### src/rtl/sync_down_counter.sv
// Loadable synchronous down counter with one-shot / auto-reload terminal count,
// registered tc pulse and a sticky underflow flag.
module sync_down_counter #(
  parameter int unsigned WIDTH = 3
) (
  input  logic             clk,
  input  logic             rst,
  input  logic             load,
  input  logic [WIDTH-1:0] load_val,
  input  logic             en,
  input  logic             auto_reload,
  input  logic             clr_flag,
  output logic [WIDTH-1:0] count,
  output logic             tc,
  output logic             busy,
  output logic             uf_flag
);

  typedef enum logic [1:0] {StIdle, StRun, StDone} state_e;

  state_e           state_q, state_d;
  logic [WIDTH-1:0] count_q, count_d;
  logic [WIDTH-1:0] reload_q, reload_d;
  logic             tc_q, tc_d;
  logic             uf_q, uf_d;

  always_ff @(posedge clk or posedge rst) begin
    if (rst) begin
      state_q  <= StIdle;
      count_q  <= '0;
      reload_q <= '0;
      tc_q     <= 1'b0;
      uf_q     <= 1'b0;
    end else begin
      state_q  <= state_d;
      count_q  <= count_d;
      reload_q <= reload_d;
      tc_q     <= tc_d;
      uf_q     <= uf_d;
    end
  end

  always_comb begin
    state_d  = state_q;
    count_d  = count_q;
    reload_d = reload_q;
    tc_d     = 1'b0;

    if (load) begin
      // A zero load parks the counter in IDLE rather than starting a run.
      count_d  = load_val;
      reload_d = load_val;
      state_d  = (load_val != '0) ? StRun : StIdle;
    end else begin
      unique case (state_q)
        StRun: begin
          if (en) begin
            if (count_q > WIDTH'(1)) begin
              count_d = count_q - WIDTH'(1);
            end else if (count_q == WIDTH'(1)) begin
              tc_d = 1'b1;
              if (auto_reload) begin
                count_d = reload_q;
              end else begin
                count_d = '0;
                state_d = StDone;
              end
            end
          end
        end
        StDone: begin
          if (clr_flag) begin
            state_d = StIdle;
          end
        end
        default: ;
      endcase
    end

    // Set wins over clear when a terminal count coincides with clr_flag.
    uf_d = tc_d | (uf_q & ~clr_flag);
  end

  assign count   = count_q;
  assign tc      = tc_q;
  assign busy    = (state_q == StRun);
  assign uf_flag = uf_q;

endmodule

### config.mk
export PLATFORM = sky130hd
export DESIGN_NAME = sync_down_counter
export DESIGN_NICKNAME = d
export VERILOG_FILES = /design/src/rtl/sync_down_counter.sv
export SDC_FILE = /design/constraint.sdc
export NUM_CORES = 1
export LEC_CHECK = 0
export ABC_CLOCK_PERIOD_IN_PS = 1390
export CAP_MARGIN = 20
export CORE_ASPECT_RATIO = 0.9
export CORE_MARGIN = 2
export CORE_UTILIZATION = 35
export DETAILED_ROUTE_END_ITERATION = 16
export PLACE_DENSITY_LB_ADDON = 0.25
export SLEW_MARGIN = 20
export SYNTH_ARGS = -nofsm -noshare
export SYNTH_HDL_FRONTEND = slang
export SYNTH_SLANG_ARGS = --single-unit
export TNS_END_PERCENT = 10
### constraint.sdc
create_clock -name clk -period 1.39 [get_ports clk]
set_clock_uncertainty 0.1 [all_clocks]
set_input_delay 0.139 -clock clk [delete_from_list [all_inputs] [get_ports clk]]
set_output_delay 0.139 -clock clk [all_outputs]
set_load 0.05 [all_outputs]
# Word-level counts from Yosys, hierarchy flattened
# Index checks and enable logic that the tools add are counted.
# word_totals
reg_bits	10
input_bits	9
out_inout_bits	6
word_cells	44
# op_classes
addsub	1
order_cmp	1
n_eq_ne	8
muxes	19
bitwise_logic	3
n_reduce_logical	7
# ops
op	count
2-to-1 mux 3 bit	6
2-to-1 mux 2 bit	6
!= test 3 bit, second input constant	4
nonzero test 3 bit	3
2-to-1 mux 1 bit	6
AND reduction 6 bit	1
one-hot mux 2 bit (2 select lines)	1
nonzero test 2 bit	2
equality test 3 x 1 -> 1 bit, second input constant	1
> comparator 3 x 1 -> 1 bit, second input constant	1
!= test 3 x 2 -> 1 bit, second input constant	1
AND reduction 3 bit	1
subtractor 3 x 1 -> 3 bit, second input constant	1
equality test 2 x 1 -> 1 bit, second input constant	1
equality test 2 bit, second input constant	1
AND 1 bit	1
inverter 1 bit	1
OR 1 bit	1

# Logic depth before layout (Yosys ltp)
# Gate-level depths: netlist of run 1.
# logic_depth
word_depth	7
ltp_mapped	6
ltp_nobuf	6

# Worst setup path after synthesis of run 1
# OpenSTA, ideal clock, no wires.
# synth_timing
path_kind	register -> register
from	register count_q[0], in the netlist count[0]
to	register count_q[2], in the netlist count[2]
setup_ps	124
arrival_time_ps	1542
required_time_ps	1166
path_slack_ps	-376
stages_incl_launch_ff	6
synth_period_minus_slack_ps	1766
cell_sequence	dfrtp_1 ha_1 o21ba_2 a32o_1 a21oi_1 o21ai_1
# synth_via
elab_chain_cells	5
# synth_lines
item	line_no	rtl
start, declared	22	logic [WIDTH-1:0] count_q, count_d;
start signal, assigned	36	count_q <= count_d;
subtractor 3 x 1 -> 3 bit or > comparator 3 x 1 -> 1 bit (tied branches)	59, 58	
2-to-1 mux 3 bit	58	if (count_q > WIDTH'(1)) begin
2-to-1 mux 3 bit	57	if (en) begin
2-to-1 mux 3 bit	55	unique case (state_q)
2-to-1 mux 3 bit	49	if (load) begin
# Parallel ways exist; a longest one is shown, timed or not. The select of a mux whose other input is x is not followed.
# A chain may end at the register's enable or synchronous reset.

# Worst setup path in the final report of run 1
# layout_timing
from	register count_q[1], in the netlist count[1]
to	register count_q[2], in the netlist count[2]
# The elaborated chain is that of the path after synthesis.

==> results of run 1 <==
[cell type report]
cell class	instances	area share, %
clock buffer	4	2.93
inverter	8	3.35
multi-input combinational	38	32.8
sequential	10	28.2
tap	15	2.09
timing repair buffer	24	30.7
[through the flow]
step	util, %	instances	area (µm²)	worst slack, ps
after floorplan	-	58	579	-109
after global placement	57.5	93	842	-51.6
after detailed placement	57.5	93	842	-71.8
after CTS	59.6	97	872	-27.4
after global routing	61.3	99	897	-68.7
final	61.3	99	897	-14.4
[sequential cells by signal (all words and copies together) (netlist names)]
| signal | flops |
|---|---|
| uf_flag | 1 |
| reload_q | 3 |
| count | 3 |
| tc | 1 |
| state_q | 2 |
[final timing paths]
kind                        startpoint          end  slack (ps)
max                           count[1]     count[2]         -10
max in group asynchronous          rst     count[0]         830
min in group clk           load_val[2]     count[2]         370
min reg2reg                reload_q[0]  reload_q[0]         430
min                                rst  reload_q[0]          50
max reg2reg                   count[1]     count[2]         -10
[synth_stat cells, drive strengths merged]
master,instances
a21oi,2
o31ai,2
inv,8
and2b,2
ha,2
a31o,2
buf,2
a221oi,1
nand3b,1
o21ai,10
and3b,1
nor2,2
nand2b,1
mux2,1
or2,1
or2b,1
dfrtp,10
a32o,1
nor2b,1
nand2,5
o21ba,1
nand3,1
[repair_timing]
action                                  CTS  global route
pin swaps                                 0             0
setup buffers                             0             2
endpoints found under the setup margin    3             7
gates resized for setup                   1             3
[per-layer routing]
layer	share of wire (%)	wire length, µm	vias up
met5	0	0	-
met4	2.1	25	0
met3	4.3	51	4
met2	45	539	17
met1	48	572	241
li1	-	-	253
[where the power goes]
part	total (W)	internal (W)	switching (W)
Clock	0.000215	0.000111	0.000104
Combinational	0.000347	0.000183	0.000165
Sequential	0.000339	0.000316	0.0000225
[layout by cell type (no fill, tap or decap)]
cell / instances
o31ai_1: 2
dfrtp_2: 2
nand3b_1: 1
o21ai_2: 3
and2b_2: 2
mux2_2: 1
nor2_1: 2
clkdlybuf4s50_1: 8
buf_12: 6
nand2b_1: 1
inv_2: 1
nand2_1: 4
a221oi_2: 1
buf_4: 10
o21ai_0: 5
dfrtp_1: 8
ha_1: 1
a31o_2: 2
o21ba_4: 1
or2_4: 1
and3b_1: 1
nor2b_1: 1
clkbuf_4: 3
nand2_2: 1
inv_1: 7
or2b_1: 1
ha_4: 1
a32o_1: 1
a21oi_2: 1
clkbuf_1: 1
a21oi_1: 1
nand3_1: 1
o21ai_1: 2
[kinds of logic (layout without fill, tap and decap cells)]
| logic type | Yosys count | in the layout | share of synthesized area [%] |
|---|---|---|---|
| buffers and inverters | 10 | 36 | 8.30 |
| and+or+nand+nor | 16 | 16 | 17.3 |
| DFF | 10 | 10 | 44.8 |
| muxes | 1 | 1 | 2.02 |
| AOI/OAI and AO/OA | 19 | 19 | 23.1 |
| adders and majority gates | 2 | 2 | 4.48 |
==> out/metrics.yaml, run 1 <==
overflow: 0
grtUsageMet2_pct: 20.6
area_delta_synth_final_pct: 60.8
fillers: 125
portBuffers: 14
rsz0062_at_grt: "true"
leakagePower_nw: 0.411
finalCritPeriodShare_pct: 101
status: "complete, but fails checks"
hold_class: "input port to async pin"
holdWs_ps: 51.9
syn_avg_cell_area_um2: 9.62
path_cells: "inv_2, ha_4, o21ba_4, a32o_1, a21oi_1, o21ai_1"
ys_seq_elements: 10
slew_viol_final: 0
max-clock-path-buffers: 2
dr_total_vias: 515
ant_nets: 0
firstDrtPassIters: 4
violations: "negative setup slack"
grt_max_degree: 11
yosysTopAreaCellShare_pct: 44.8
wl_um: 1190
use_met1_pct: 20.5
synth.distinct_cells: 26
dp_hpwl_um: 933
fin_ws_ps: -14.4
path_class: "flop to flop"
drc: 0
fp.dieH_um: 41.9
tns_ps: -14.4
multi_input_area_um2: 294
path_clk_slew_ps: 70
synth_nets: 69
path_buf_inv: 1
cp_data_required_time_ps: 1450
antenna_found_initial: 0
finalCriticalPeriod_ps: 1400
grt_pass1_wl_um: 2010
worst_path_dominant_cell_family: "compound AO/OA/AOI/OAI gates"
cp_num_cells: 6
cp-end-kind: "flop"
dieArea_um2: 1930
crit_fanout: 5
fin_nets: 96
h-tree-depth: 1
timing.final.hold_violations: 0
cts.sinks: 10
synth_cells: 58
diodes: 0
ys_top_cells_by_area: "dfrtp_1, o21ai_0, inv_1, ha_1, a31o_2"
total_power_w: 0.000901
core-area_um2: 1460
track_usage_pct: 14.4
synth_area_um2: 558
powerDensity_nw_per_um2: 1000
worst_slew_pin_slew_ps: 406
setup_viol: 1
use_met3_pct: 2.61
pin_count: 15
drt_iter0_markers: 3
cts_tree: "built"
gp_congestion: 0.717
yosys_warnings: 0
wl_per_cell_um: 12.0
drive_above_1_share_pct: 42.9
max-slew-margin-rel_pct: 72.9
cpPeakStageDelay_ps: 410
peakVddDrop_v: 0.000578
slowest_stage: "dfrtp_2"
grt-busiest-layer: "met2"
fp-row-count: 13
start_kind: "flop"
synth_top_cell_by_area: "dfrtp_1"
arrival_ps: 1460
max-cap-violations: 0
initial_core_util_pct: 38.1
viasPerCell: 5.20
die_w_um: 46.1
cts_buffers: 3
ys_seq_area_share_pct: 44.8
clk_latency_ps: 270
grt_pass1_vias: 487
reg2reg_depth: 6
seq_area_um2: 253
max_clock_freq_mhz: 712
ctsHoldBuffers: 0
clock-root-buffer: "clkbuf_4"
Power figures use the tool's default switching activity.
==> inputs of run 2 (changes only) <==
--- a/config.mk
+++ b/config.mk
@@ -11,7 +11,7 @@
 export CORE_MARGIN = 2
 export CORE_UTILIZATION = 35
 export DETAILED_ROUTE_END_ITERATION = 16
-export PLACE_DENSITY_LB_ADDON = 0.25
+export PLACE_DENSITY = 0.75
 export SLEW_MARGIN = 20
 export SYNTH_ARGS = -nofsm -noshare
 export SYNTH_HDL_FRONTEND = slang
==> run 2 against run 1 <==
  * Register-to-register slack is essentially flat
  * Combinational power shrank 3%
  * The flow still finishes with violations (negative setup slack)
  * Design area shrank 0.56%
  * Maximum frequency grew 0.90%
  * Die area is the same
  * Non-clock buffer count shrank 2
  * First-iteration DRC count grew 67%
  * Critical path depth is the same
  * Largest power group is now sequential cells
  * Global-route usage grew 1.6 points
  * Routed wire length shrank 0.51%
==> out/metrics.yaml, run 2 (synthesis results as in run 1) <==
status: "complete, but fails checks"
violations: "negative setup slack"
arrival_ps: 1480  # +20 ps
grt_max_degree: 15  # +4
dr_total_vias: 472  # -8.3%
path_cells: "inv_2, ha_4, and2b_2, nand2_2, or2_4, o21ai_2"
place_inst: 92  # -1.1%
r2r_setup_slack_ps: -2  # about the same
viasPerCell: 4.87  # -6.5%
max-clock-path-buffers: 2  # unchanged
path_class: "flop to flop"
clk_latency_ps: 260  # about the same
most-common-layout-cells: "dfrtp_1, clkdlybuf4s50_1, buf_4, inv_1, buf_12"
reg2reg_depth: 6  # unchanged
max-cap-violations: 0  # unchanged
gp_congestion: 0.802  # +12%
drive_above_1_share_pct: 42.7  # -0.17 points
clock-root-buffer: "clkbuf_4"
ant_nets: 0  # unchanged
rsz0062_at_grt: "true"
cp_data_required_time_ps: 1480  # +30 ps
portBuffers: 14  # unchanged
seq_area_um2: 253  # unchanged
dieArea_um2: 1930  # unchanged
crit_fanout: 5  # unchanged
fin_nets: 94  # -2.1%
wl_um: 1180  # -0.51%
fp.dieH_um: 41.9  # unchanged
track_usage_pct: 16.0  # +1.6 points
max-slew-margin-rel_pct: 74.2  # +1.3 points
cts.sinks: 10  # unchanged
wl_per_cell_um: 12.2  # +1.5%
antenna_found_initial: 0  # unchanged
cts_buffers: 3  # unchanged
start_kind: "flop"
reg2reg_from: "count[1]"
final_cells: 97  # -2.0%
finalCritPeriodShare_pct: 100  # -0.90 points
slowest_stage: "dfrtp_2"
grt_pass1_wl_um: 2180  # +8.2%
finalCriticalPeriod_ps: 1390  # -12.5 ps
dp_hpwl_um: 988  # +5.8%
fillers: 125  # unchanged
powerDensity_nw_per_um2: 1040  # +3.4%
regToRegEndpoint: "state_q[1]"
max_clock_freq_mhz: 718  # +0.90%
path_clk_slew_ps: 60  # about the same
area_delta_synth_final_pct: 59.9
fin_ws_ps: -1.87  # +12.5 ps
cp-startpoint: "count[1]"
firstDrtPassIters: 4  # unchanged
leakagePower_nw: 0.408  # -0.68%
initial_core_util_pct: 38.1  # unchanged
overflow: 0  # unchanged
setup_viol: 1  # unchanged
peakVddDrop_v: 0.000522  # -9.7%
pin_count: 15  # unchanged
fp-row-count: 13  # unchanged
slew_viol_final: 0  # unchanged
diodes: 0  # unchanged
cpPeakStageDelay_ps: 400  # about the same
die_w_um: 46.1  # unchanged
tns_ps: -1.87  # +12.5 ps
worst_slew_pin_slew_ps: 386  # -19.5 ps
grt_pass1_vias: 488  # +0.21%
worstSetupEndpoint: "state_q[1]"
core-area_um2: 1460  # unchanged
multi_input_area_um2: 294  # unchanged
drt_iter0_markers: 5  # +2
h-tree-depth: 1  # unchanged
cp-end-kind: "flop"
cts_tree: "built"
drc: 0  # unchanged
hold_class: "input port to async pin"
ctsHoldBuffers: 0  # unchanged
timing.final.hold_violations: 0  # unchanged
[run 2: changes by cell type in the layout (fill, tap and decap cells not counted)]
| cell | previous run | this run |
|---|---|---|
| buf_4 | 10 | 8 |
| clkbuf_1 | 1 | 0 |
| clkbuf_8 | 0 | 1 |
| o21ai_0 | 5 | 4 |
| o21ai_1 | 2 | 3 |
[run 2: cell type report]
type / instances / share of cell area (%)
Inverter: 8 / 3.37
Clock buffer: 4 / 4.07
Tap cell: 15 / 2.10
Multi-Input combinational cell: 38 / 33.0
Sequential cell: 10 / 28.3
Timing Repair Buffer: 22 / 29.2
[run 2: worst min path at each step]
stage	depth (start not counted)	slack [ps]	endpoint
after detailed placement	2	360	reload_q[0]
after CTS	2	70	uf_flag
after global placement	2	340	uf_flag
after floorplan	1	-120	count[2]
final	2	60	tc
after global routing	2	100	reload_q[0]
[run 2: layer usage]
metal | up-vias | track usage [%] | part of all wire [%]
met4 | 0 | 1.71 | 0
met1 | 214 | 23.3 | 48
li1 | 247 | - | -
met3 | 0 | 7.83 | 4.1
met5 | - | 0 | 0
met2 | 11 | 21.9 | 48
[run 2: what timing repair did]
action	4_1_cts	5_1_grt
setup buffers	1	0
gates resized for setup	1	4
endpoints found under the setup margin	5	6
[run 2: critical path, delay by kind of cell, from the launching register on]
kind | cells | cell delay, ps
AOI/OAI and AO/OA | 1 | 100
and+or+nand+nor | 3 | 490
buffers and inverters | 1 | 70
adders and majority gates | 1 | 150
DFF | 1 | 400
[run 2: stage by stage]
stage               instance area, µm²  setup slack [ps]  hold WS (ps)  total power (W)  utilization [%]
finish                             892             -1.87          58.5         0.000926             60.9
global route                       892             -88.8           104         0.000988             60.9
CTS                                885             -14.6          73.7         0.000939             60.4
detailed placement                 835             -97.4           365         0.000669             57.0
global placement                   835             -55.7           335         0.000664             57.0
floorplan                          579              -109          -121         0.000514                -
[run 2: report_power, final]
part / switching (W) / internal (W) / total [W] / leakage (nW)
Combinational: 0.000161 / 0.000176 / 0.000337 / 0.265
Clock: 0.0000925 / 0.000159 / 0.000251 / 0.0210
Sequential: 0.0000206 / 0.000317 / 0.000337 / 0.122
Total: 0.000275 / 0.000652 / 0.000926 / 0.408
==> inputs of run 3 (changes only) <==
--- a/config.mk
+++ b/config.mk
@@ -12,7 +12,7 @@
 export CORE_UTILIZATION = 35
 export DETAILED_ROUTE_END_ITERATION = 16
 export PLACE_DENSITY = 0.75
-export SLEW_MARGIN = 20
+export SKIP_CTS_REPAIR_TIMING = 1
 export SYNTH_ARGS = -nofsm -noshare
 export SYNTH_HDL_FRONTEND = slang
 export SYNTH_SLANG_ARGS = --single-unit
==> run 3 against run 2 <==
  * The flow still finishes with violations (negative setup slack)
  * Clock power barely moved
  * Count of clock-buffer cells in the layout did not move
  * Non-clock buffer count fell by 1
  * First-iteration DRC count rose by 80%
  * Worst setup slack got worse by 11 ps
  * Die area did not move
  * Global-route usage fell by 0.26 points
  * Design area fell by 0.84%
  * Maximum frequency fell by 0.80%
  * Sequential cell count did not move
  * Routed wire length fell by 0.85%
  * Sequential share of layout area rose by 0.24 points
  * Largest cell class unchanged
==> out/metrics.yaml, run 3 (synthesis results as in run 1) <==
wl_um: 1170  # -0.85%
clock-root-buffer: "clkbuf_4"
seq_area_um2: 253  # unchanged
die_w_um: 46.1  # unchanged
drc: 0  # unchanged
power_switching_share_pct: 29.9  # +0.24 points
cp-end-kind: "flop"
cp_data_required_time_ps: 1480  # about the same
arrival_ps: 1490  # about the same
max-slew-margin-rel_pct: 74.4  # +0.22 points
overflow: 0  # unchanged
dr_total_vias: 472  # unchanged
wl_per_cell_um: 12.2  # +0.19%
fin_ws_ps: -13.1  # -11.2 ps
status: "complete, but fails checks"
area_delta_synth_final_pct: 58.5
worst_slew_pin_slew_ps: 383  # -3.33 ps
fp.dieH_um: 41.9  # unchanged
hold_class: "input port to async pin"
clock_power_share_pct: 27.4  # +0.3 points
ant_nets: 0  # unchanged
firstDrtPassIters: 4  # unchanged
viasPerCell: 4.92  # +1.0%
seqPwrFrac_pct: 36.6  # +0.2 points
fp-row-count: 13  # unchanged
max-cap-violations: 0  # unchanged
initial_core_util_pct: 38.1  # unchanged
grt_max_degree: 15  # unchanged
multi_input_area_um2: 294  # unchanged
p_sw_w: 0.000276  # +0.42%
place_area_um2: 835  # unchanged
fillers: 123  # -1.6%
powerDensity_nw_per_um2: 1040  # +0.44%
slew_viol_final: 0  # unchanged
rsz0062_at_grt: "true"
dieArea_um2: 1930  # unchanged
max_clock_freq_mhz: 713  # -0.80%
timing.final.hold_violations: 0  # unchanged
p_int_w: 0.000647  # -0.75%
grt_pass1_vias: 481  # -1.4%
design_area_um2: 885  # -0.84%
leakagePower_nw: 0.403  # -1.2%
finalCriticalPeriod_ps: 1400  # +11.2 ps
drive_above_1_share_pct: 42.0  # -0.71 points
peakVddDrop_v: 0.000524  # +0.41%
clk_latency_ps: 260  # about the same
comb_power_share_pct: 36.0  # -0.4 points
gp_congestion: 0.802  # unchanged
cts.sinks: 10  # unchanged
most-common-layout-cells: "dfrtp_1, clkdlybuf4s50_1, inv_1, buf_4, buf_12"
start_kind: "flop"
dp_hpwl_um: 988  # unchanged
cts_buffers: 3  # unchanged
core-area_um2: 1460  # unchanged
violations: "negative setup slack"
post-route-util_pct: 60.4  # -0.51 points
pin_count: 15  # unchanged
fin_nets: 93  # -1.1%
place_inst: 92  # unchanged
antenna_found_initial: 0  # unchanged
path_class: "flop to flop"
grt_pass1_wl_um: 2150  # -1.3%
portBuffers: 14  # unchanged
max-clock-path-buffers: 2  # unchanged
crit_fanout: 5  # unchanged
final_cells: 96  # -1.0%
drt_iter0_markers: 9  # +4
diodes: 0  # unchanged
track_usage_pct: 15.8  # -0.26 points
total_power_w: 0.000922  # -0.40%
cts_tree: "built"
path_clk_slew_ps: 60  # about the same
finalCritPeriodShare_pct: 101  # +0.81 points
setup_viol: 4  # +3
h-tree-depth: 1  # unchanged
run 3: power by group through the flow:
stage	registers, W	clock network, W	logic [W]
floorplan	0.000391	0	0.000124
global placement	0.000341	0	0.000322
detailed placement	0.000343	0	0.000326
CTS	0.000337	0.000264	0.000328
global route	0.000340	0.000282	0.000360
finish	0.000338	0.000253	0.000332
run 3: cell type report:
type	instances	area share (%)
multi-input cells	38	33.2
flip-flops and latches	10	28.6
inverters	8	3.39
well taps	15	2.12
repair buffers	21	28.6
clock buffers	4	4.10
run 3: per-stage QoR:
| stage | setup WS, ps | hold slack [ps] | TNS [ps] |
|---|---|---|---|
| CTS | -93.7 | 73.7 | -132 |
| detailed placement | -97.4 | 365 | -278 |
| global placement | -55.7 | 335 | -180 |
| global route | -91.6 | 104 | -303 |
| floorplan | -109 | -121 | -499 |
| finish | -13.1 | 56.6 | -27.2 |
run 3: critical path: stages, from the launching register on:
cell and delay [ps]:
dfrtp_2 400, inv_2 80, ha_4 160, and2b_2 180, nand3_1 90, a31o_2 210, o21ai_2 110
run 3: worst paths after layout:
path / depth (start not counted) / slack [ps] / from / to
max: 6 / -10 / count[1] / count[0]
min: 2 / 60 / rst / state_q[0]
max reg2reg: 6 / -10 / count[1] / count[0]
min reg2reg: 1 / 420 / reload_q[1] / reload_q[1]
max in group asynchronous: 2 / 840 / rst / count[1]
min in group clk: 2 / 390 / clr_flag / uf_flag
run 3: metal layers:
metal / wire length, µm / vias to the layer above / track usage (%)
li1: - / 246 / -
met1: 572 / 215 / 22.8
met2: 546 / 11 / 21.7
met3: 54 / 0 / 7.83
met4: 0 / 0 / 1.71
met5: 0 / - / 0
